--- src/rtl/fifo_stream_pkg.sv ---
// Shared defaults and width helpers for the FIFO read-side stream stage.
// Imported by the skid buffer and the top-level drain logic.
package fifo_stream_pkg;

  localparam int DATA_WIDTH_DEF = 16;
  localparam int SKID_DEPTH_DEF = 3;
  localparam int CNT_WIDTH_DEF  = 16;

  // Occupancy must represent 0..depth inclusive.
  function automatic int occ_width(input int depth);
    return $clog2(depth + 1);
  endfunction

  // Pointers only index 0..depth-1; keep at least one bit.
  function automatic int ptr_width(input int depth);
    return (depth > 1) ? $clog2(depth) : 1;
  endfunction

  localparam int OCC_W_DEF = occ_width(SKID_DEPTH_DEF);

  typedef logic [OCC_W_DEF-1:0] occ_t;

endpackage

--- src/rtl/skid_buf.sv ---
// Circular skid storage that absorbs the FIFO read latency.
// Push writes at wr_ptr, pop retires rd_ptr; head word reads as zero when empty.
module skid_buf
  import fifo_stream_pkg::*;
#(
  parameter int DATA_WIDTH = DATA_WIDTH_DEF,
  parameter int DEPTH      = SKID_DEPTH_DEF
) (
  input  logic                           clk,
  input  logic                           rst_n,
  input  logic                           push,
  input  logic [DATA_WIDTH-1:0]          push_data,
  input  logic                           pop,
  output logic [occ_width(DEPTH)-1:0]    occ,
  output logic [DATA_WIDTH-1:0]          head_data
);

  localparam int OCC_W = occ_width(DEPTH);
  localparam int PTR_W = ptr_width(DEPTH);
  localparam logic [PTR_W-1:0] LAST_PTR = PTR_W'(DEPTH - 1);

  logic [DATA_WIDTH-1:0] mem [DEPTH];
  logic [PTR_W-1:0]      wr_ptr;
  logic [PTR_W-1:0]      rd_ptr;
  logic [OCC_W-1:0]      occ_reg;

  // Each entry is its own register so the whole buffer clears on reset.
  generate
    for (genvar gi = 0; gi < DEPTH; gi++) begin : g_entry
      always_ff @(posedge clk or negedge rst_n) begin
        if (!rst_n) begin
          mem[gi] <= '0;
        end else if (push && (wr_ptr == PTR_W'(gi))) begin
          mem[gi] <= push_data;
        end
      end
    end
  endgenerate

  always_ff @(posedge clk or negedge rst_n) begin
    if (!rst_n) begin
      wr_ptr <= '0;
    end else if (push) begin
      wr_ptr <= (wr_ptr == LAST_PTR) ? '0 : wr_ptr + 1'b1;
    end
  end

  always_ff @(posedge clk or negedge rst_n) begin
    if (!rst_n) begin
      rd_ptr <= '0;
    end else if (pop) begin
      rd_ptr <= (rd_ptr == LAST_PTR) ? '0 : rd_ptr + 1'b1;
    end
  end

  always_ff @(posedge clk or negedge rst_n) begin
    if (!rst_n) begin
      occ_reg <= '0;
    end else begin
      case ({push, pop})
        2'b10:   occ_reg <= occ_reg + 1'b1;
        2'b01:   occ_reg <= occ_reg - 1'b1;
        default: occ_reg <= occ_reg;
      endcase
    end
  end

  assign occ       = occ_reg;
  assign head_data = (occ_reg == '0) ? '0 : mem[rd_ptr];

endmodule

--- src/rtl/fifo_rd_stream.sv ---
// Drains a synchronous FIFO into a valid/ready stream without ever reading it empty.
// Reads are issued from registered state only, so m_ready never reaches fifo_rd_en.
module fifo_rd_stream
  import fifo_stream_pkg::*;
#(
  parameter int DATA_WIDTH = DATA_WIDTH_DEF,
  parameter int SKID_DEPTH = SKID_DEPTH_DEF,
  parameter int CNT_WIDTH  = CNT_WIDTH_DEF
) (
  input  logic                  clk,
  input  logic                  rst_n,
  input  logic                  fifo_empty,
  input  logic [DATA_WIDTH-1:0] fifo_data_out,
  input  logic                  fifo_underflow,
  output logic                  fifo_rd_en,
  output logic                  m_valid,
  output logic [DATA_WIDTH-1:0] m_data,
  input  logic                  m_ready,
  output logic [CNT_WIDTH-1:0]  xfer_cnt,
  output logic                  err_underflow
);

  localparam int OCC_W = occ_width(SKID_DEPTH);

  logic             inflight;
  logic [OCC_W-1:0] occ;
  logic [OCC_W:0]   pending;
  logic             room;
  logic             pop;

  // Words already buffered plus the one still in the FIFO output register.
  assign pending = {1'b0, occ} + (OCC_W + 1)'(inflight);
  assign room    = pending < (OCC_W + 1)'(SKID_DEPTH);

  assign fifo_rd_en = rst_n && !fifo_empty && room;
  assign m_valid    = (occ != '0);
  assign pop        = m_valid && m_ready;

  skid_buf #(
    .DATA_WIDTH (DATA_WIDTH),
    .DEPTH      (SKID_DEPTH)
  ) u_skid_buf (
    .clk       (clk),
    .rst_n     (rst_n),
    .push      (inflight),
    .push_data (fifo_data_out),
    .pop       (pop),
    .occ       (occ),
    .head_data (m_data)
  );

  always_ff @(posedge clk or negedge rst_n) begin
    if (!rst_n) begin
      inflight <= 1'b0;
    end else begin
      inflight <= fifo_rd_en;
    end
  end

  always_ff @(posedge clk or negedge rst_n) begin
    if (!rst_n) begin
      xfer_cnt <= '0;
    end else if (pop) begin
      xfer_cnt <= xfer_cnt + 1'b1;
    end
  end

  // Diagnostic only: a FIFO underflow never alters the stream path.
  always_ff @(posedge clk or negedge rst_n) begin
    if (!rst_n) begin
      err_underflow <= 1'b0;
    end else if (fifo_underflow) begin
      err_underflow <= 1'b1;
    end
  end

endmodule

--- config.mk ---
export PLATFORM = sky130hd
export DESIGN_NAME = fifo_rd_stream
export DESIGN_NICKNAME = d
export VERILOG_FILES = /design/src/rtl/fifo_stream_pkg.sv /design/src/rtl/skid_buf.sv /design/src/rtl/fifo_rd_stream.sv
export SDC_FILE = /design/constraint.sdc
export NUM_CORES = 1
export LEC_CHECK = 0
export BUFFER_PORTS_ARGS = -buffer_cell sky130_fd_sc_hd__buf_2
export CAP_MARGIN = 40
export CELL_PAD_IN_SITES_DETAIL_PLACEMENT = 1
export CELL_PAD_IN_SITES_GLOBAL_PLACEMENT = 1
export CORE_MARGIN = 10
export CORE_UTILIZATION = 35
export DETAILED_ROUTE_END_ITERATION = 10
export PLACE_DENSITY = 0.64
export SLEW_MARGIN = 0
export SYNTH_ARGS = -nofsm -noshare
export SYNTH_HDL_FRONTEND = slang
export SYNTH_SLANG_ARGS = --single-unit
export TNS_END_PERCENT = 5
--- constraint.sdc ---
create_clock -name clk -period 2.1 [get_ports clk]
set_clock_uncertainty 0.15 [all_clocks]
set_input_delay 0.21 -clock clk [delete_from_list [all_inputs] [get_ports clk]]
set_output_delay 0.21 -clock clk [all_outputs]
set_load 0.01 [all_outputs]
==> run summary <==
Across the run, the number of max-cap violations was 0. The post-route netlist has 40.2% of its cells at a drive strength greater than 1. The register containing the most flip-flops in the final layout was u_skid_buf.mem. The repair_antennas step left the layout with diodes totalling 0.

The clock transition at the registers of the reported paths came out at 0.07 ns. Clock buffer count from CTS: 9. Once layout is complete, the utilization of the core stands at 46.0%. The width of the die is 117 um.

Among all stages on the critical path, the largest delay is contributed by sky130_fd_sc_hd__dfrtp_1. The setup TNS was 0 ns. Number of logic stages on the critical path including buffering: 4. The synthesized netlist contains 32 unique library cells. In this run the deepest clock path goes through 2 buffers. The first-pass GRT wire length is 12,900 um. Once detail routing completed, the nets flagged for antenna violations numbered 0. By area the synthesized netlist is led by sky130_fd_sc_hd__dfrtp_1 (55%), sky130_fd_sc_hd__mux2_2 (13%), sky130_fd_sc_hd__mux2i_1 (4.9%). The classification of the worst setup path is flip-flop to output port. The logs give 0.000450 V for the maximum resistive drop on vdd and 2,541 for the number of global-route vias before repair.

Setup violations remaining at the end of the flow were counted as 0. The total overflow reported by the global router is 0, and the final-layout worst hold slack is 0.0228 ns. Tracing the worst setup path back leads to its startpoint at inflight$_DFF_PN0_.

The tools report the number of antenna violations at the first check in global routing as 0. The dominant synthesized flop cell was sky130_fd_sc_hd__dfrtp_1. The commonest cells after synthesis are sky130_fd_sc_hd__dfrtp_1 (72), sky130_fd_sc_hd__mux2_2 (38), sky130_fd_sc_hd__nor2_1 (35). TritonCTS built the clock tree.

Count of final hold-check violations: 0. The number of max-slew violations in the final report is 0, and the depth of the CTS H-tree is 3. In the routed layout, each cell is associated on average with a via count of 4.83.

Summed over all nets, the half-perimeter wirelength after detailed placement is 5300 um. The final critical path takes up 94.7% of the cycle. The die is 117 um tall.

For this configuration, the core starts out at a cell density of 35.7%. The mean routed wirelength per cell works out to 16.5 um. Setup repair after global routing left no endpoint under its margin.

In this run the clock root is driven by a sky130_fd_sc_hd__clkbuf_8. In this run the power density over the cells is 1490 nW/um^2. In this run the biggest area consumer among cell types represents 55.2% of the synthesized area. After detailed routing, the number of remaining DRC violations is 0. Yosys mapped a number of flops with a built-in enable equal to 0. The largest registers in the layout are u_skid_buf.mem: 48 flops, xfer_cnt: 16 flops.

STA classifies the critical path startpoint as a flip-flop. In this run the tightest slew margin relative to its limit is 68.3%. The flip-flop count of the largest register after layout came out at 48.

In the post-route analysis, the smallest setup slack over all paths is 0.110 ns. A synthesized cell averages 12.4 um^2. For the final cell area excluding filler cells, the log shows 4210 um^2.

The start point of the worst min-delay path is fifo_empty. The run finished with clean final reports. The category of the worst setup path capture point was an output port. The signal on the critical path passes through ha_2 > ha_4 > a2111oi_4 > buf_2.

Before CTS, the worst setup slack after placement is 0.151 ns. Summing every instance area after synthesis gives 3270 um^2. The upper clock frequency limit is 0.503 GHz, and the worst hold path stage count is 3. In this run the core area contains 35 standard-cell rows.

The run gives 72 as the total clock sinks. The arrival time of data at the critical path endpoint was 1.63 ns; the die outline area was 13,600 um^2. The routed wire length was 7750 um; the transition time of the tightest slew-check pin was 0.475 ns. After synthesis the netlist holds a flip-flop and latch count of 72. The async set-or-reset flop fraction in the synthesized netlist was 100%; the highest net fanout along the worst path was 2.

The final net count is 378, and the placed cell area is 3760 um^2. Routability-driven placement finished with a final weighted congestion of 0.721. For the worst-skew pair, the clock arrives at the later sink with an insertion delay of 0.34 ns.

During synthesis, Yosys emitted a total of 0 warnings. Global routing consumed, over all layers together, 12.1% of the routing resources. Entering global routing, the biggest net connects 39 pins.

The largest area contributor in the synthesized netlist is sky130_fd_sc_hd__dfrtp_1. The startpoint of the lowest-slack register-to-register path is inflight$_DFF_PN0_. Buffers placed on the I/O ports in this run total 55. In this run the count of I/O pins placed on the die edge is 56. The logs give 1.98 nW for the leakage component of the power and 65 for the DRC violation total after the first TritonRoute iteration.

In this design, the stage delay of the slowest critical-path cell is 0.40 ns. The core region is 9150 um^2. The layout has 990 filler cells. The number of iterations in the first detailed-routing pass was 4; the sequential area share after synthesis was 55.2%. On the critical path the largest part of the delay comes from adder cells. Data on the critical path is required at its endpoint by 1.74 ns. The number of nets handed over by synthesis was 289.

Measured in cells, the most critical reg-to-reg path has a length of 5. The min-delay analysis places its worst path in the category primary input to flip-flop. Synthesis produced a netlist whose cell count is 264. From synthesis to final layout, the design area changed by 28.9%. The sum of buffers and inverters on the critical path was 1.

Summing over every cut layer, the via total after detailed routing is 2,267. After layout, the minimum clock period comes to 1.99 ns. sky130_fd_sc_hd__dfrtp_1 is the most common cell in the netlist.
## final cells by class
cell class | count | area [um^2] | area share [%]
inverters | 6 | 22.5 | 0.535
flip-flops and latches | 72 | 1800 | 42.8
clock inverters | 6 | 92.6 | 2.20
repair buffers | 90 | 614 | 14.6
well taps | 111 | 139 | 3.30
clock buffers | 10 | 128 | 3.03
multi-input cells | 174 | 1410 | 33.5
## worst paths after layout
kind                                               endpoint  slack [ns]
hold reg to reg                    xfer_cnt[15]$_DFFE_PN0P_        0.31
setup reg to reg             u_skid_buf.mem[43]$_DFFE_PN0P_        0.34
hold / removal                           inflight$_DFF_PN0_        0.02
setup / recovery                                 fifo_rd_en        0.11
max in group asynchronous  u_skid_buf.rd_ptr[1]$_DFFE_PN0P_        0.89
min in group asynchronous    u_skid_buf.mem[16]$_DFFE_PN0P_        0.32
## stage by stage
step	std cells	power (mW)
2_1_floorplan	264	4.05
3_3_place_gp	433	4.91
3_5_place_dp	434	5.03
4_1_cts	469	6.38
5_1_grt	469	6.79
6_report	469	6.28
## per-layer routing
layer | GRT usage (%) | vias to the layer above | routed length (um)
met4 | 3.87 | 0 | 68
met3 | 3.29 | 5 | 310
met1 | 14.8 | 1141 | 3540
li1 | - | 1085 | -
met2 | 20.2 | 36 | 3830
met5 | 0 | - | 0
## placed cells by master (no fill, tap or decap), types with 2 or more instances in the layout
cell	n
sky130_fd_sc_hd__buf_4	15
sky130_fd_sc_hd__xnor2_1	14
sky130_fd_sc_hd__dlygate4sd3_1	18
sky130_fd_sc_hd__ha_1	2
sky130_fd_sc_hd__a21o_1	2
sky130_fd_sc_hd__inv_1	5
sky130_fd_sc_hd__clkbuf_8	9
sky130_fd_sc_hd__dfrtp_1	71
sky130_fd_sc_hd__nand2_1	10
sky130_fd_sc_hd__and3_1	2
sky130_fd_sc_hd__buf_2	54
sky130_fd_sc_hd__nand3_1	5
sky130_fd_sc_hd__nand4_1	5
sky130_fd_sc_hd__mux2_4	10
sky130_fd_sc_hd__a21oi_1	16
sky130_fd_sc_hd__xor2_1	4
sky130_fd_sc_hd__nor3_2	2
sky130_fd_sc_hd__clkinvlp_4	2
sky130_fd_sc_hd__mux2_2	38
sky130_fd_sc_hd__bufinv_16	2
sky130_fd_sc_hd__nor2_1	35
sky130_fd_sc_hd__mux2i_1	16
sky130_fd_sc_hd__buf_12	2
sky130_fd_sc_hd__and4_1	2
## timing repair
item,in CTS,in global routing
setup buffers,1,0
resized for setup,4,3
pin swaps,1,0
hold endpoints to repair,83,0
setup endpoints to repair,1,13
hold buffers,18,0
## where the power goes
group | total, mW | leakage [nW] | switching, mW | internal, mW
sequential | 2.38 | 0.872 | 0.392 | 1.99
clock | 1.23 | 0.103 | 0.552 | 0.676
combinational | 2.67 | 1.01 | 1.30 | 1.38
## cell families (layout without fill, tap and decap cells)
family	Yosys count	count (layout)	share of synthesized area, %
buffers and inverters	18	112	2.68
multiplexers	64	64	22.6
adder cells (fa/ha/maj)	4	4	1.53
flip-flops	72	72	55.2
AND/OR/NAND/NOR	66	66	9.35
XOR/XNOR	18	18	4.83
AO/OA/AOI/OAI	22	22	3.83
## worst reg2reg max path: stages (launching register included)
cell	delay (ns)
sky130_fd_sc_hd__dfrtp_1	0.37
sky130_fd_sc_hd__buf_4	0.14
sky130_fd_sc_hd__inv_2	0.06
sky130_fd_sc_hd__nor3_2	0.34
sky130_fd_sc_hd__buf_4	0.26
sky130_fd_sc_hd__mux2_2	0.35
(Power assumes the default switching activity.)
